--- src/rtl/div_pkg.sv ---
// Shared types and constants for the iterative divider.
package div_pkg;

  typedef enum logic [2:0] {
    IDLE,
    PREP,
    CALC,
    FIX,
    DONE
  } div_state_e;

  localparam int unsigned DIV_OP_UNSIGNED = 0;
  localparam int unsigned DIV_OP_REM      = 1;

  typedef enum logic [1:0] {
    DIV  = 2'b00,
    DIVU = 2'b01,
    REM  = 2'b10,
    REMU = 2'b11
  } div_op_e;

endpackage

--- src/rtl/div_step.sv ---
// One restoring-division iteration: shift {rem, quo} left, trial-subtract the divisor.
module div_step #(
  parameter int unsigned DATA_WIDTH = 32
) (
  input  logic [DATA_WIDTH-1:0] rem_i,
  input  logic [DATA_WIDTH-1:0] quo_i,
  input  logic [DATA_WIDTH-1:0] divisor_i,
  output logic [DATA_WIDTH-1:0] rem_o,
  output logic [DATA_WIDTH-1:0] quo_o
);

  logic [DATA_WIDTH:0] shifted;
  logic [DATA_WIDTH:0] trial;
  logic                fits;

  // rem < divisor always holds, so the (W+1)-bit difference's MSB is set exactly when it underflows.
  always_comb begin
    shifted = {rem_i, quo_i[DATA_WIDTH-1]};
    trial   = shifted - {1'b0, divisor_i};
    fits    = ~trial[DATA_WIDTH];
    rem_o   = fits ? trial[DATA_WIDTH-1:0] : shifted[DATA_WIDTH-1:0];
    quo_o   = {quo_i[DATA_WIDTH-2:0], fits};
  end

endmodule

--- src/rtl/div_iter.sv ---
// Multi-cycle RISC-V DIV/DIVU/REM/REMU unit with valid/ready handshakes and flush.
module div_iter
  import div_pkg::*;
#(
  parameter int unsigned DATA_WIDTH = 32,
  parameter int unsigned CNT_W      = $clog2(DATA_WIDTH + 1)
) (
  input  logic                  clk,
  input  logic                  rst_n,
  input  logic                  in_valid,
  output logic                  in_ready,
  input  logic [DATA_WIDTH-1:0] data_a,
  input  logic [DATA_WIDTH-1:0] data_b,
  input  logic [1:0]            div_op,
  input  logic                  flush,
  output logic                  out_valid,
  input  logic                  out_ready,
  output logic [DATA_WIDTH-1:0] result,
  output logic                  busy
);

  localparam logic [DATA_WIDTH-1:0] MOST_NEG = {1'b1, {(DATA_WIDTH-1){1'b0}}};

  div_state_e            state_q, state_d;
  logic [CNT_W-1:0]      cnt_q, cnt_d;
  logic [DATA_WIDTH-1:0] rem_q, rem_d;
  logic [DATA_WIDTH-1:0] quo_q, quo_d;
  logic [DATA_WIDTH-1:0] dvs_q, dvs_d;
  logic [DATA_WIDTH-1:0] result_q, result_d;
  logic [1:0]            op_q, op_d;
  logic                  qneg_q, qneg_d;
  logic                  rneg_q, rneg_d;

  logic [DATA_WIDTH-1:0] step_rem, step_quo;
  logic                  is_signed, a_neg, b_neg;

  div_step #(.DATA_WIDTH(DATA_WIDTH)) u_step (
    .rem_i     (rem_q),
    .quo_i     (quo_q),
    .divisor_i (dvs_q),
    .rem_o     (step_rem),
    .quo_o     (step_quo)
  );

  always_comb begin
    state_d   = state_q;
    cnt_d     = cnt_q;
    rem_d     = rem_q;
    quo_d     = quo_q;
    dvs_d     = dvs_q;
    result_d  = result_q;
    op_d      = op_q;
    qneg_d    = qneg_q;
    rneg_d    = rneg_q;
    is_signed = ~op_q[DIV_OP_UNSIGNED];
    a_neg     = is_signed & quo_q[DATA_WIDTH-1];
    b_neg     = is_signed & dvs_q[DATA_WIDTH-1];

    unique case (state_q)
      IDLE: begin
        // Raw operands park in quo/dvs until PREP takes their magnitudes.
        if (in_valid) begin
          state_d = PREP;
          quo_d   = data_a;
          dvs_d   = data_b;
          op_d    = div_op;
        end
      end
      PREP: begin
        qneg_d = a_neg ^ b_neg;
        rneg_d = a_neg;
        rem_d  = '0;
        cnt_d  = '0;
        if (dvs_q == '0) begin
          result_d = op_q[DIV_OP_REM] ? quo_q : '1;
          state_d  = DONE;
        end else if (is_signed && quo_q == MOST_NEG && dvs_q == '1) begin
          result_d = op_q[DIV_OP_REM] ? '0 : quo_q;
          state_d  = DONE;
        end else begin
          quo_d   = a_neg ? -quo_q : quo_q;
          dvs_d   = b_neg ? -dvs_q : dvs_q;
          state_d = CALC;
        end
      end
      CALC: begin
        rem_d = step_rem;
        quo_d = step_quo;
        cnt_d = cnt_q + CNT_W'(1);
        if (cnt_q == CNT_W'(DATA_WIDTH - 1)) begin
          state_d = FIX;
        end
      end
      FIX: begin
        result_d = op_q[DIV_OP_REM] ? (rneg_q ? -rem_q : rem_q)
                                    : (qneg_q ? -quo_q : quo_q);
        state_d  = DONE;
      end
      DONE: begin
        if (out_ready) begin
          state_d = IDLE;
        end
      end
      default: state_d = IDLE;
    endcase

    if (flush) begin
      state_d  = IDLE;
      result_d = result_q;
    end
  end

  always_ff @(posedge clk or negedge rst_n) begin
    if (!rst_n) begin
      state_q  <= IDLE;
      cnt_q    <= '0;
      rem_q    <= '0;
      quo_q    <= '0;
      dvs_q    <= '0;
      result_q <= '0;
      op_q     <= '0;
      qneg_q   <= 1'b0;
      rneg_q   <= 1'b0;
    end else begin
      state_q  <= state_d;
      cnt_q    <= cnt_d;
      rem_q    <= rem_d;
      quo_q    <= quo_d;
      dvs_q    <= dvs_d;
      result_q <= result_d;
      op_q     <= op_d;
      qneg_q   <= qneg_d;
      rneg_q   <= rneg_d;
    end
  end

  assign in_ready  = (state_q == IDLE);
  assign busy      = (state_q != IDLE);
  assign out_valid = (state_q == DONE);
  assign result    = result_q;

endmodule

--- config.mk ---
export PLATFORM = sky130hd
export DESIGN_NAME = div_iter
export DESIGN_NICKNAME = d
export VERILOG_FILES = /design/src/rtl/div_pkg.sv /design/src/rtl/div_step.sv /design/src/rtl/div_iter.sv
export SDC_FILE = /design/constraint.sdc
export NUM_CORES = 1
export LEC_CHECK = 0
export CELL_PAD_IN_SITES_DETAIL_PLACEMENT = 1
export CELL_PAD_IN_SITES_GLOBAL_PLACEMENT = 2
export CORE_UTILIZATION = 31
export CTS_CLUSTER_DIAMETER = 150
export CTS_CLUSTER_SIZE = 28
export DETAILED_ROUTE_END_ITERATION = 12
export PLACE_DENSITY = 0.84
export SETUP_SLACK_MARGIN = 0.02
export SYNTH_ARGS = -nofsm -noshare
export SYNTH_HDL_FRONTEND = slang
export SYNTH_SLANG_ARGS = --single-unit
--- constraint.sdc ---
create_clock -name clk -period 2.8 [get_ports clk]
set_input_delay 0.42 -clock clk [delete_from_list [all_inputs] [get_ports clk]]
set_output_delay 0.42 -clock clk [all_outputs]
set_load 0.01 [all_outputs]
* Word level (Yosys, flattened, before mapping) *
Index checks and enable logic that the tools add are counted.

cells by class
  bitwise operators = 6
  reductions and logical operators = 14
  muxes and demuxes = 28
  add/subtract/negate cells = 5
  equal/unequal tests = 16

operators with widths
  kind                                                              number
  32-bit two-way mux                                                16
  32-bit case mux with 2 select lines                               3
  32-bit negation                                                   3
  32-bit case mux with 3 select lines                               1
  32-bit == test (second input constant)                            2
  33-bit by 32-bit subtractor with 33-bit output                    1
  32-bit zero test                                                  1
  3-bit two-way mux                                                 6
  3-bit case mux with 5 select lines                                1
  6-bit case mux with 2 select lines                                1
  2-bit != test (second input constant)                             5
  5-bit AND reduction                                               2
  6-bit by 1-bit adder with 6-bit output (second input constant)    1
  3-bit by 2-bit == test with 1-bit output (second input constant)  2
  6-bit by 5-bit == test with 1-bit output (second input constant)  1
  3-bit by 2-bit != test with 1-bit output (second input constant)  2
  3-bit != test (second input constant)                             2
  3-bit AND reduction                                               2
  2-bit nonzero test                                                3
  3-bit nonzero test                                                2
  3-bit by 1-bit == test with 1-bit output (second input constant)  1
  3-bit == test (second input constant)                             1
  3-bit zero test                                                   1
  1-bit NOT                                                         3
  4 further kinds                                                   6

storage, ports and cells
  input port bits = 71
  output and inout bits = 35
  word-level logic and storage cells = 78
  register bits after elaboration = 141

* Depth between registers and ports, before layout *
  depth after elaboration = 7
  mapped depth = 13
  gate-level depth less buffers = 12

* By module *
A second synthesis with hierarchy kept.

unflattened totals
  cell total of the unflattened synthesis = 1432
  area, all modules = 11720.0 sq um

modules (own cells, without submodules)
  module    area each (sq um)  cells each  seq. area each (sq um)  instances
  div_iter  9113.7             1095        3528.4                  1
  div_step  2606.2             337         0.0                     1

* Worst setup path before layout *
Ideal clock, no wire load.

  path kind = register to register
  start point = register quo_q[31]
  end point = register rem_q[2]
  setup time = 134 ps
  data required time = 2666 ps
  buffers on the path = 1
  slack = -304 ps
  data arrival time = 2971 ps
  period minus slack after synthesis = 3104 ps
  stages on the path, launching flop included = 14
  cell sequence = dfrtp_1 -> inv_1 -> ha_1 -> fa_1 -> nand2b_1 -> a21o_1 -> a211o_1 -> and3_1 -> nor2_2 -> a41oi_2 -> xnor2_4 -> buf_4 -> mux2i_1 -> o21ai_0

between the ends
  word-level cells in the longest chain between the ends = 3

RTL lines
  item                                            line             source
  from (decl)                                     div_iter.sv:27   logic [DATA_WIDTH-1:0] quo_q, quo_d;
  from (signal assigned)                          div_iter.sv:128  quo_q <= quo_d;
  33-bit by 32-bit subtractor with 33-bit output  div_step.sv:19   trial = shifted - {1'b0, divisor_i};
  32-bit two-way mux                              div_step.sv:21   rem_o = fits ? trial[DATA_WIDTH-1:0] : shifted[DATA_WIDTH-1:0];
  32-bit case mux with 2 select lines             div_iter.sv:59   unique case (state_q)
  to (signal assigned)                            div_iter.sv:127  rem_q <= rem_d;
  to (decl)                                       div_iter.sv:26   logic [DATA_WIDTH-1:0] rem_q, rem_d;

No other way between the ends.
A chain may end at the register's enable or synchronous reset.

* Worst setup path in the final report *
  start point = register dvs_q[0]
  end point = register dvs_q[18]

between the ends
  word-level cells in the longest chain between the ends = 5
  elaborated cells between the ends (all ways) = 11
  those cells by class = 1 x add/sub; 3 x eq/ne; 4 x mux; 3 x reduce/logical

RTL lines
  item                                 line             source
  from (decl)                          div_iter.sv:28   logic [DATA_WIDTH-1:0] dvs_q, dvs_d;
  from (signal assigned)               div_iter.sv:129  dvs_q <= dvs_d;
  32-bit negation                      div_iter.sv:82   dvs_d = b_neg ? -dvs_q : dvs_q;
  32-bit two-way mux                   div_iter.sv:82
  32-bit two-way mux                   div_iter.sv:77   end else if (is_signed && quo_q == MOST_NEG && dvs_q == '1) begin
  32-bit two-way mux                   div_iter.sv:74   if (dvs_q == '0) begin
  32-bit case mux with 2 select lines  div_iter.sv:59

Several ways; a longest one is shown, not always the timed one. The select of a mux whose other input is x is not followed.

==> flow_summary.yaml <==
die:
  die_h_um: 190.1
  core_mm2: 0.03471
  dieArea_mm2: 0.03615
  die_x_um: 190.1
  io_pins: 106
  start_util_pct: 31.61
  rows: 68
clock_network:
  clk_latency_ns: 0.44
  clk_path_buf_depth: 2
  cts_buffers: 17
  root_buffer: "clkbuf_16"
  tritoncts: "built"
  clkSinkCount: 141
  path_clk_slew_ns: 0.07
  cts.htree.levels: 4
layout:
  fillers: 4011
  final_cells: 2155
  nNetsFinal: 1797
  diodes: 0
  multi_input_area_mm2: 0.007981
  seq_area_mm2: 0.003530
  final_cell_mix: "215 x buf_4, 140 x dfrtp_1, 127 x nand2_1, 104 x clkdlybuf4s50_1, 95 x a21oi_1"
  area_growth_pct: 53.59
  final_common_cell: "buf_4"
  drive_gt1_share_pct: 31.53
place:
  dp_hpwl_um: 31830
  io_buffers: 105
  dp.cells: 2065
  place_congestion: 0.8797
route:
  drc_errors: 0
  wire_per_inst_um: 23.59
  drt-pass1-iter-count: 7
  drtIter0Drc: 886
  vias_per_cell: 5.843
  vias: 12590
  drt-total-wl_um: 50830
  antenna_left: 0
yosys:
  yosys.area.top_type: "dfrtp_1"
  synth_seq_cells: 141
  synthTopCellsByArea: "dfrtp_1 32%, o21ai_0 6.3%, nand2_1 5.5%"
  synth_edf_count: 0
  yosysWarnings: 0
  avgSynthCellArea_um2: 7.917
  synthesis.area_mm2: 0.01097
  ys_dominant_reg_cell: "dfrtp_1"
  seq_area_frac_synth_pct: 32.16
  synth_cells: 1386
  synthArstFlopShare_pct: 100.0
  synth_cell_type_count: 78
  netlist.area_leader.share_pct: 32.16
  syn_nets: 1495
sta:
  drv_slew: 0
  rsz0062_at_grt: "yes"
  fin_crit_ns: 3.168
  setup_viol: 128
  hold_violations: 0
  fin_crit_sh_pct: 113.1
  max_freq_mhz: 315.7
  max_slew_margin_pct: 47.43
  fin_skew_ns: 0.01574
  setup_ws_ns: -0.3680
  fin_hold_ws_ns: 0.02449
  tightest_slew_ns: 0.7885
grt:
  grt_pass1_vias: 12990
  grt_pass1_wl_um: 74620
  gr-total-overflow: 0
  antenna_found_initial: 1
  grt_max_degree: 75
  grt_use_total_pct: 26.62
setup_path:
  r2r_slack_ns: -0.37
  cp_data_required_time_ns: 3.17
  critPathMaxFanout: 4
  rr_startpoint: "dvs_q[0]"
  worstSetupEndpointType: "flop"
  rr_endpoint: "dvs_q[18]"
  cp.arrival_ns: 3.54
  start_kind: "flop"
  path_class: "reg -> reg"
  reg2reg_depth: 12
worst_hold_path:
  hp-class: "in -> async"
power_and_ir_drop:
  vdd_drop_max_uv: 715.0
  power_density_mw_per_mm2: 1285
  leakagePower_nw: 7.055
run:
  max_cap_viol_count: 0
outcome:
  violations: "negative setup slack"
  status: "finished, violations left"
cells in the mapped netlist (all sizes together), types with 12 or more instances:
master    n
o21ai   146
nor2    111
dfrtp   141
ha       37
a221oi   24
nand2   160
inv      48
o31ai    15
a31oi    17
clkbuf   83
a211oi   20
nand3    31
nand2b   14
o22ai    23
nor3     34
xor2     39
a21oi   115
or3      20
buf      25
a22oi    13
a21o     15
a311oi   13
nor4     15
mux2i    34
o211ai   12
xnor2    54
nand4    17
critical path, cell delays in order, from the launching register on:
cell and delay [ns]:
dfrtp_2 0.47, inv_4 0.10, ha_4 0.13, or3b_4 0.38, or3_4 0.38, buf_6 0.14, or4_4 0.48, or3_4 0.37
nor3_4 0.22, nand3_2 0.12, a21oi_2 0.16, a211oi_2 0.05, a21oi_2 0.10
layout make-up:
class                      count  area share, %
timing repair buffer         391          23.93
clock buffer                  19          2.628
clock inverter                12         0.6830
sequential                   141          20.94
inverter                      48          1.084
multi-input combinational   1089          47.36
tap                          455          3.378
what timing repair did:
action / 4_1_cts / 5_1_grt
hold endpoints to repair: 0 / 0
buffers inserted: 32 / 14
hold buffers: 0 / 0
endpoints found under the setup margin: 128 / 128
resized for setup: 172 / 195
gates cloned: 14 / 11
pin swaps: 50 / 64
registers in the layout, indices dropped and copies added, names as in the netlist:
signal and count:
result 32, state_q 3, qneg_q 1, quo_q 32, rneg_q 1, cnt_q 6, op_q 2, dvs_q 32
rem_q 32
metrics by stage:
| step | TNS, ns | worst slack (ns) | power, mW | cell area [µm²] | utilization, % |
|---|---|---|---|---|---|
| final | -27.28 | -0.3680 | 21.66 | 16850 | 48.55 |
| after global routing | -37.28 | -0.4426 | 22.87 | 16850 | 48.55 |
| after CTS | -24.29 | -0.2742 | 20.38 | 15970 | 46.00 |
| after detailed placement | -25.82 | -0.3971 | 16.50 | 14130 | 40.71 |
| after global placement | -12.92 | -0.3128 | 16.00 | 14130 | 40.71 |
| after floorplan | -2.714 | -0.09890 | 11.01 | 11040 | - |
where the power goes:
group,leakage (nW),switching (mW),internal [mW]
clock network,0.254,1.04,1.25
logic,4.99,8.28,7.07
registers,1.81,1.10,2.92
how the worst max path moves through the flow:
stage	from	end	slack [ns]	cells past startpoint
3_5_place_dp	dvs_q[0]	quo_q[31]	-0.40	12
6_report	dvs_q[0]	dvs_q[18]	-0.37	12
4_1_cts	dvs_q[0]	result[18]	-0.27	12
5_1_grt	dvs_q[0]	rem_q[10]	-0.44	13
3_3_place_gp	dvs_q[0]	quo_q[31]	-0.31	12
2_1_floorplan	quo_q[31]	rem_q[2]	-0.1	13
per-layer routing:
metal	track usage (%)	routed length, µm	vias to the layer above
li1	-	-	5662
met2	46.57	25380	466
met4	9.908	1826	2
met5	0	12	-
met1	33.40	21080	6353
met3	3.118	2533	108
cells by family after synthesis:
family	synth area share, %
flops	32.16
simple gates	20.29
compound gates	26.63
buf+inv	5.735
xor+xnor	7.594
fa+ha+maj	4.401
mux	3.204
Note: power is estimated with default switching activity, not from simulation.
